$ cat config.mk
export PLATFORM = sky130hd
export DESIGN_NAME = mb_add_seq
export DESIGN_NICKNAME = d
export VERILOG_FILES = /design/src/rtl/alu_pkg.sv /design/src/rtl/adder.sv /design/src/rtl/mb_add_seq.sv
export SDC_FILE = /design/constraint.sdc
export NUM_CORES = 1
export LEC_CHECK = 0
export BUFFER_PORTS_ARGS = -buffer_cell sky130_fd_sc_hd__buf_2
export CORE_MARGIN = 5
export CORE_UTILIZATION = 55
export CTS_BUF_LIST = sky130_fd_sc_hd__clkbuf_8
export DETAILED_ROUTE_END_ITERATION = 10
export GPL_TIMING_DRIVEN = 0
export HOLD_SLACK_MARGIN = 0.15
export PLACE_DENSITY = 0.91
export SYNTH_ARGS = -nofsm -noshare
export SYNTH_HDL_FRONTEND = slang
export SYNTH_SLANG_ARGS = --single-unit
$ cat constraint.sdc
create_clock -name clk -period 10.94 [get_ports clk]
set_clock_uncertainty 0.1 [all_clocks]
set_input_delay 1.094 -clock clk [delete_from_list [all_inputs] [get_ports clk]]
set_output_delay 1.094 -clock clk [all_outputs]
set_load 0.01 [all_outputs]
$ cat src/rtl/alu_pkg.sv
// Shared ALU definitions: sequencer state encoding and
// function-select codes for the 8-bit adder slice.
package alu_pkg;

    typedef enum logic [1:0] {
        S_IDLE = 2'd0,
        S_RUN  = 2'd1,
        S_DONE = 2'd2
    } state_t;

    localparam logic [2:0] FS_ADD = 3'b000;
    localparam logic [2:0] FS_AND = 3'b001;
    localparam logic [2:0] FS_OR  = 3'b010;
    localparam logic [2:0] FS_XOR = 3'b011;

endpackage

$ cat src/rtl/adder.sv
// 8-bit ripple-carry adder slice with a small function select.
// C/V are meaningful only for FS_ADD; logic ops report 0.
import alu_pkg::*;

module adder (
    input  logic [7:0] A,
    input  logic [7:0] B,
    input  logic       CI,
    input  logic [2:0] FS,
    output logic [7:0] Y,
    output logic       C,
    output logic       V
);

    // Ripple chain for add; V from carry into vs. out of bit 7
    always_comb begin
        logic [8:0] c;
        c    = '0;
        c[0] = CI;
        Y    = '0;
        C    = 1'b0;
        V    = 1'b0;
        case (FS)
            FS_ADD: begin
                for (int k = 0; k < 8; k++) begin
                    Y[k]   = A[k] ^ B[k] ^ c[k];
                    c[k+1] = (A[k] & B[k])
                           | (c[k] & (A[k] ^ B[k]));
                end
                C = c[8];
                V = c[8] ^ c[7];
            end
            FS_AND:  Y = A & B;
            FS_OR:   Y = A | B;
            FS_XOR:  Y = A ^ B;
            default: Y = A;
        endcase
    end

endmodule

$ cat src/rtl/mb_add_seq.sv
// Multi-byte add/subtract that walks one shared 8-bit adder
// across the operands, LSB byte first, one byte per cycle.
import alu_pkg::*;

module mb_add_seq #(
    parameter int NBYTES = 4
) (
    input  logic                  clk,
    input  logic                  reset_n,
    input  logic                  start,
    input  logic                  sub,
    input  logic [8*NBYTES-1:0]   op_a,
    input  logic [8*NBYTES-1:0]   op_b,
    output logic                  busy,
    output logic                  done,
    output logic [8*NBYTES-1:0]   result,
    output logic                  carry,
    output logic                  ovf,
    output logic                  zero
);

    localparam int W  = 8 * NBYTES;
    localparam int IW = $clog2(NBYTES);
    localparam logic [IW-1:0] LAST = IW'(NBYTES - 1);

    state_t          r_state;
    state_t          w_next;
    logic            w_load;
    logic            w_step;
    logic            w_last;

    logic [W-1:0]    r_a;
    logic [W-1:0]    r_b;
    logic            r_sub;
    logic [IW-1:0]   r_idx;
    logic            r_cy;
    logic [W-1:0]    r_result;
    logic            r_carry;
    logic            r_ovf;

    logic [7:0]      w_a;
    logic [7:0]      w_b;
    logic [7:0]      w_y;
    logic            w_c;
    logic            w_v;

    assign w_last = (r_idx == LAST);
    assign w_a    = r_a[r_idx*8 +: 8];
    assign w_b    = r_b[r_idx*8 +: 8] ^ {8{r_sub}};

    adder u_adder (
        .A  (w_a),
        .B  (w_b),
        .CI (r_cy),
        .FS (FS_ADD),
        .Y  (w_y),
        .C  (w_c),
        .V  (w_v)
    );

    // State register
    always_ff @(posedge clk or negedge reset_n) begin
        if (!reset_n) r_state <= S_IDLE;
        else          r_state <= w_next;
    end

    // Next state and datapath strobes; start is ignored in RUN
    always_comb begin
        w_next = r_state;
        w_load = 1'b0;
        w_step = 1'b0;
        case (r_state)
            S_IDLE: begin
                if (start) begin
                    w_load = 1'b1;
                    w_next = S_RUN;
                end
            end
            S_RUN: begin
                w_step = 1'b1;
                if (w_last) w_next = S_DONE;
            end
            S_DONE: begin
                if (start) begin
                    w_load = 1'b1;
                    w_next = S_RUN;
                end else begin
                    w_next = S_IDLE;
                end
            end
            default: w_next = S_IDLE;
        endcase
    end

    // Operand capture and per-byte accumulation; index holds at LAST
    always_ff @(posedge clk or negedge reset_n) begin
        if (!reset_n) begin
            r_a      <= '0;
            r_b      <= '0;
            r_sub    <= 1'b0;
            r_idx    <= '0;
            r_cy     <= 1'b0;
            r_result <= '0;
            r_carry  <= 1'b0;
            r_ovf    <= 1'b0;
        end else if (w_load) begin
            r_a   <= op_a;
            r_b   <= op_b;
            r_sub <= sub;
            r_idx <= '0;
            r_cy  <= sub;
        end else if (w_step) begin
            r_result[r_idx*8 +: 8] <= w_y;
            r_cy                   <= w_c;
            if (w_last) begin
                r_carry <= w_c;
                r_ovf   <= w_v;
            end else begin
                r_idx <= r_idx + 1'b1;
            end
        end
    end

    assign busy   = (r_state == S_RUN);
    assign done   = (r_state == S_DONE);
    assign result = r_result;
    assign carry  = r_carry;
    assign ovf    = r_ovf;
    assign zero   = (r_result == '0);

endmodule

==> results of run 1 <==
-- worst paths after layout --
kind	startpoint	endpoint	slack [ps]	depth (start not counted)
worst min-delay path	ovf$_DFFE_PN0P_	ovf$_DFFE_PN0P_	390	2
worst max-delay path	r_idx[0]$_DFFE_PN0P_	result[31]$_DFFE_PN0P_	5980	15
worst max register to register	r_idx[0]$_DFFE_PN0P_	result[31]$_DFFE_PN0P_	5980	15
worst min register to register	ovf$_DFFE_PN0P_	ovf$_DFFE_PN0P_	390	2
max in group asynchronous	reset_n	r_b[15]$_DFFE_PN0P_	9460	2
min in group asynchronous	reset_n	result[16]$_DFFE_PN0P_	590	1
-- cells by family after synthesis --
kind of cell               Yosys count  share of synthesized area
adders and majority gates           14                     0.0498
xor gates and xnor gates            10                     0.0185
buffers and inverters               27                     0.0262
and+or+nand+nor                     55                     0.0702
muxes                               82                      0.233
DFF                                104                      0.551
AOI/OAI and AO/OA                   36                     0.0516
-- layer usage --
layer  global-route usage  vias up  part of all wire
met5                    0        -                 0
met4               0.0575        0             0.013
met3               0.0453       13             0.063
met2                0.369       98              0.52
met1                0.294     1618              0.40
li1                     -     1419                 -
-- where the power goes --
group	internal, mW	switching [mW]	leakage, nW
logic	0.529	0.619	1.27
clock network	0.134	0.128	0.115
registers	0.560	0.108	1.29
-- critical path: cells and delay by family, from the launching register on --
kind | cells | cell delay, ps
fa+ha+maj | 8 | 2830
compound gates | 1 | 140
xor+xnor | 1 | 250
mux | 1 | 550
buf+inv | 4 | 470
flops | 1 | 500
-- registers in the layout, indices dropped and copies added (netlist names), 2 cells and up --
signal and cells:
r_idx 2, r_b 32, r_state 2, result 32, r_a 32
-- metrics by stage --
step           hold slack, ps  setup slack, ps  instance area (µm²)
2_1_floorplan             375             6520                 4730
3_3_place_gp              366             6010                 5380
3_5_place_dp              377             5970                 5410
4_1_cts                   397             5950                 5630
5_1_grt                   419             5750                 5630
6_report                  393             5980                 5630
-- area by class of cell --
| type | count | share of cell area |
|---|---|---|
| well taps | 105 | 0.0233 |
| repair buffers | 105 | 0.0978 |
| inverters | 13 | 0.00867 |
| clock inverters | 6 | 0.0149 |
| clock buffers | 10 | 0.0244 |
| flip-flops and latches | 104 | 0.462 |
| plain buffers | 14 | 0.0133 |
| multi-input cells | 197 | 0.355 |
-- synth_stat cells --
cell type    n  share of area
mux2i_1      2         0.0042
nor3_1       2         0.0021
nand2b_1     1         0.0013
o21ai_2      5         0.0093
nand3b_1     1         0.0016
mux4_2      16          0.076
mux2_2      64           0.15
ha_1         6          0.016
nand3b_4     2         0.0085
nor4b_1      1         0.0019
nor4_1       9          0.012
or4b_4       1         0.0029
or3_1        2         0.0026
or4_4        1         0.0024
clkbuf_1     2         0.0016
nand2_1     23          0.018
buf_2        9         0.0095
nor3b_1      1         0.0016
a22o_1      12          0.022
o21ai_0     19          0.020
dfrtp_1    104           0.55
buf_1        1        0.00079
nand3b_2     2         0.0048
buf_6        1         0.0024
nand4_1      2         0.0026
nor2_1       3         0.0024
inv_1       13          0.010
fa_1         8          0.034
xnor2_1     10          0.019
buf_4        1         0.0016
or2_2        1         0.0013
nor2b_1      3         0.0040
==> impl_metrics.ini, run 1 <==
[critical_path]
critical_path.max_stage_delay_ps = 650
worst_ep_arrival_time_ps = 5100
crit_required_ps = 11080
crit_path_frequent_cell = fa_1
criticalPathCategory = flop to flop
setup.worst_path.end_class = flop
crit_slowest_cell = fa_1
crit_chain = buf_4 -> mux4_2 -> xnor2_1 -> fa_1 -> fa_1 -> inv_1 -> fa_1 -> fa_1 -> inv_1 -> fa_1 -> inv_1 -> fa_1 -> fa_1 -> fa_1 -> o21ai_0
crit_fanout = 10
cp-start-kind = flop

[place]
portBuffers = 104
gp_congestion = 0.781
dpl.hpwl_um = 8050
post-place-cells = 538

[finish]
fill_cells = 571
syn_to_final_growth_pct = 19.1
utilization = 0.678
multi_input_area_um2 = 2000
antenna_cells = 0
regArea_um2 = 2600
final_common_cell = buf_2
stdcell_count = 554
mostFrequentLayoutCells = buf_2, dfrtp_1, mux2_2, nand2_1, o21ai_0
drive_gt1_frac = 0.494
fin_nets = 526

[routing]
via_count = 3148
drc = 0
vias_per_cell = 5.68
drt_wl_total_um = 10600
wl_per_cell_um = 19.2
drt-pass1-iter-count = 4
ant_nets = 0
drt_iter0_drc = 120

[logic_synthesis]
postSynthCellCount = 328
synth_area_um2 = 4730
syn_avg_cell_area_um2 = 14.4
seq_area_frac_synth = 0.551
ys_ff_latch = 104
yosysWarnings = 0
syn-num-nets = 410
synth_cell_types = 32

[clock_network]
cts_hold_buf = 0
cts-root-buf = clkbuf_8
cts_tree = built
htreeDepth = 3
clock-sinks = 104
cts-resized-gates = 0
clkTransAtPathRegs_ps = 90
cts_buffer_depth = 2
postCtsSetupRepairBufs = 0
worstSkewPairLatency_ps = 370
cts_buffers = 9

[die]
ioPinCount = 105
start_util = 0.569
die_x_um = 103
die_h_um = 103
die-area_um2 = 10500
core-area_um2 = 8300
num_rows = 33

[power]
power_leakage_nw = 2.68
power.total_mw = 2.08
cellPowerDensity_nw_per_um2 = 369
ir_drop_uv = 261

[sta]
hold_viol_final = 0
setup_viol = 0
tns_ps = 0
period_minus_slack_ps = 4960
slew_headroom = 0.609
fin_crit_sh = 0.453
fmax_mhz = 202
drv_slew = 0
worstMarginPinSlew_ps = 586
rsz0062_at_grt = no

[global_routing]
grt_pass1_vias = 3379
grt_overflow = 0
grt_pass1_wl_um = 17400
grt_usage = 0.220
antenna_found_initial = 0
grt_max_degree = 67

[min_path]
hp-class = flop to flop

[outcome]
status = complete, no violations

[job]
drv_cap = 0
Power figures use the tool's default switching activity.
==> run 2: changes to the inputs <==
--- a/config.mk
+++ b/config.mk
@@ -7,12 +7,12 @@
 export LEC_CHECK = 0
 export BUFFER_PORTS_ARGS = -buffer_cell sky130_fd_sc_hd__buf_2
 export CORE_MARGIN = 5
-export CORE_UTILIZATION = 55
+export CORE_UTILIZATION = 51
 export CTS_BUF_LIST = sky130_fd_sc_hd__clkbuf_8
 export DETAILED_ROUTE_END_ITERATION = 10
 export GPL_TIMING_DRIVEN = 0
 export HOLD_SLACK_MARGIN = 0.15
-export PLACE_DENSITY = 0.91
+export PLACE_DENSITY = 0.89
 export SYNTH_ARGS = -nofsm -noshare
 export SYNTH_HDL_FRONTEND = slang
 export SYNTH_SLANG_ARGS = --single-unit
==> constraint.sdc (replaced) <==
create_clock -name clk -period 4.2 [get_ports clk]
set_clock_uncertainty 0.1 [all_clocks]
set_input_delay 0.42 -clock clk [delete_from_list [all_inputs] [get_ports clk]]
set_output_delay 0.42 -clock clk [all_outputs]
set_load 0.01 [all_outputs]
==> run 2 against run 1 <==
Clock-buffer cell count decreased by 1. Sequential power rose to 2.6 times the previous value. Wire length grew 1.1%. Sequential share of layout area fell by 0.66 points. Clock power increased by 120%. Combinational power grew to 2.9 times the previous value. Total power grew to 2.7 times the previous value. Global-route usage decreased by 1.9 points. First-iteration DRC count fell by 19%. Register-to-register slack lost 6000 ps. Maximum frequency rose by 18%.
==> impl_metrics.ini, run 2 (synthesized netlist as in run 1, its figures left out) <==
[place]
place_area_um2 = 5440
dpl.hpwl_um = 8180
gp_congestion = 0.807
portBuffers = 104

[routing]
drc = 0
ant_nets = 0
drt-pass1-iter-count = 4
drt_wl_total_um = 10800
wl_per_cell_um = 18.9
via_count = 3186
drt_iter0_drc = 97
vias_per_cell = 5.61

[finish]
final_area_um2 = 5710
final_common_cell = buf_2
antenna_cells = 0
drive_gt1_frac = 0.530
fin_nets = 534
utilization = 0.624
mostFrequentLayoutCells = buf_2, dfrtp_1, mux2_2, nand2_1, mux4_2
syn_to_final_growth_pct = 20.9

[critical_path]
setup.worst_path.end_class = flop
cp-start-kind = flop
criticalPathCategory = flop to flop
crit_fanout = 4
crit_required_ps = 4360
worst_ep_arrival_time_ps = 4360

[die]
die_h_um = 106
ioPinCount = 105
die-area_um2 = 11300
num_rows = 35
core-area_um2 = 9150
start_util = 0.516
die_x_um = 106

[sta]
hold_viol_final = 0
rsz0062_at_grt = yes
period_minus_slack_ps = 4190
setup_viol = 0
worstMarginPinSlew_ps = 709
tns_ps = 0
drv_slew = 0
slew_headroom = 0.520
fmax_mhz = 238
fin_hold_ws_ps = 169
fin_crit_sh = 0.999

[global_routing]
grt_overflow = 0
grt_usage = 0.200
antenna_found_initial = 0
grt_pass1_wl_um = 17700
grt_pass1_vias = 3450
grt_max_degree = 61

[power]
internal_power_mw = 3.29
comb_power_share = 0.586
cellPowerDensity_nw_per_um2 = 984
ir_drop_uv = 637
power_frac_clock = 0.104
swShare = 0.415
power_leakage_nw = 2.71
seqPwrFrac = 0.310
p_switching_mw = 2.33
power.total_mw = 5.62

[clock_network]
worstSkewPairLatency_ps = 370
htreeDepth = 3
cts-root-buf = clkbuf_8
clkTransAtPathRegs_ps = 100
cts_buffers = 9
cts_tree = built
cts_buffer_depth = 2
clock-sinks = 104

[job]
drv_cap = 0

[min_path]
hp-class = input port to flop

[outcome]
status = complete, no violations
==> run 2: cell types whose count changed in the layout (fill, tap and decap cells not counted), sizes merged <==
cell | before | now
dlygate4sd3 | 0 | 1
bufinv | 2 | 0
buf | 117 | 125
clkinv | 0 | 3
clkbuf | 12 | 10
==> run 2: repair_timing <==
item                       in CTS  in global routing
hold endpoints to repair       44                  0
pin swaps                       5                  4
resized for setup              14                  5
setup endpoints to repair      14                 10
setup buffers                   6                  1
hold buffers                    1                  0
==> run 2: final cells by class <==
class | count | area (µm²)
sequential | 104 | 2600
tap | 111 | 139
clock buffer | 9 | 124
buffer | 14 | 100
fill | 703 | 3440
clock inverter | 7 | 55.1
inverter | 13 | 48.8
multi-input combinational | 197 | 2030
timing repair buffer | 113 | 613
==> run 2: per-stage QoR <==
| step | instances | setup WS (ps) |
|---|---|---|
| final | 568 | 6.06 |
| after global routing | 568 | -187 |
| after CTS | 567 | -147 |
| after detailed placement | 544 | -544 |
| after global placement | 543 | -386 |
| after floorplan | 328 | 10.7 |
==> run 2: per-layer routing <==
metal	part of all wire	global-route usage	up-vias	wire, µm
li1	-	-	1429	-
met1	0.43	0.265	1640	4580
met2	0.50	0.336	102	5390
met3	0.060	0.0395	15	642
met4	0.014	0.0601	0	146
met5	0	0	-	0
==> run 2: path summary, 6_finish.rpt <==
path,from,depth (start not counted),slack [ps],to
min reg2reg,carry$_DFFE_PN0P_,2,410,carry$_DFFE_PN0P_
max reg2reg,r_idx[0]$_DFFE_PN0P_,15,6,result[23]$_DFFE_PN0P_
max,r_idx[0]$_DFFE_PN0P_,15,6,result[23]$_DFFE_PN0P_
min,op_b[28],2,170,r_b[28]$_DFFE_PN0P_
min in group asynchronous,reset_n,2,510,r_a[5]$_DFFE_PN0P_
max in group asynchronous,reset_n,3,2800,r_idx[0]$_DFFE_PN0P_
==> run 2: critical path: stages (launching register included) <==
cell and delay, ps:
dfrtp_2 410, buf_12 120, mux4_2 510, xnor2_2 170, fa_2 230, fa_1 160
inv_1 50, fa_2 340, fa_2 350, inv_2 60, fa_1 150, inv_1 50
fa_2 330, fa_2 360, fa_2 610, o21ai_1 90
==> run 2: power groups by stage <==
stage / combinational [mW] / clock (mW) / sequential (mW)
2_1_floorplan: 2.09 / 0 / 1.72
3_3_place_gp: 2.99 / 0 / 1.72
3_5_place_dp: 3.09 / 0 / 1.77
4_1_cts: 3.29 / 0.590 / 1.74
5_1_grt: 3.59 / 0.633 / 1.79
6_report: 3.29 / 0.583 / 1.74
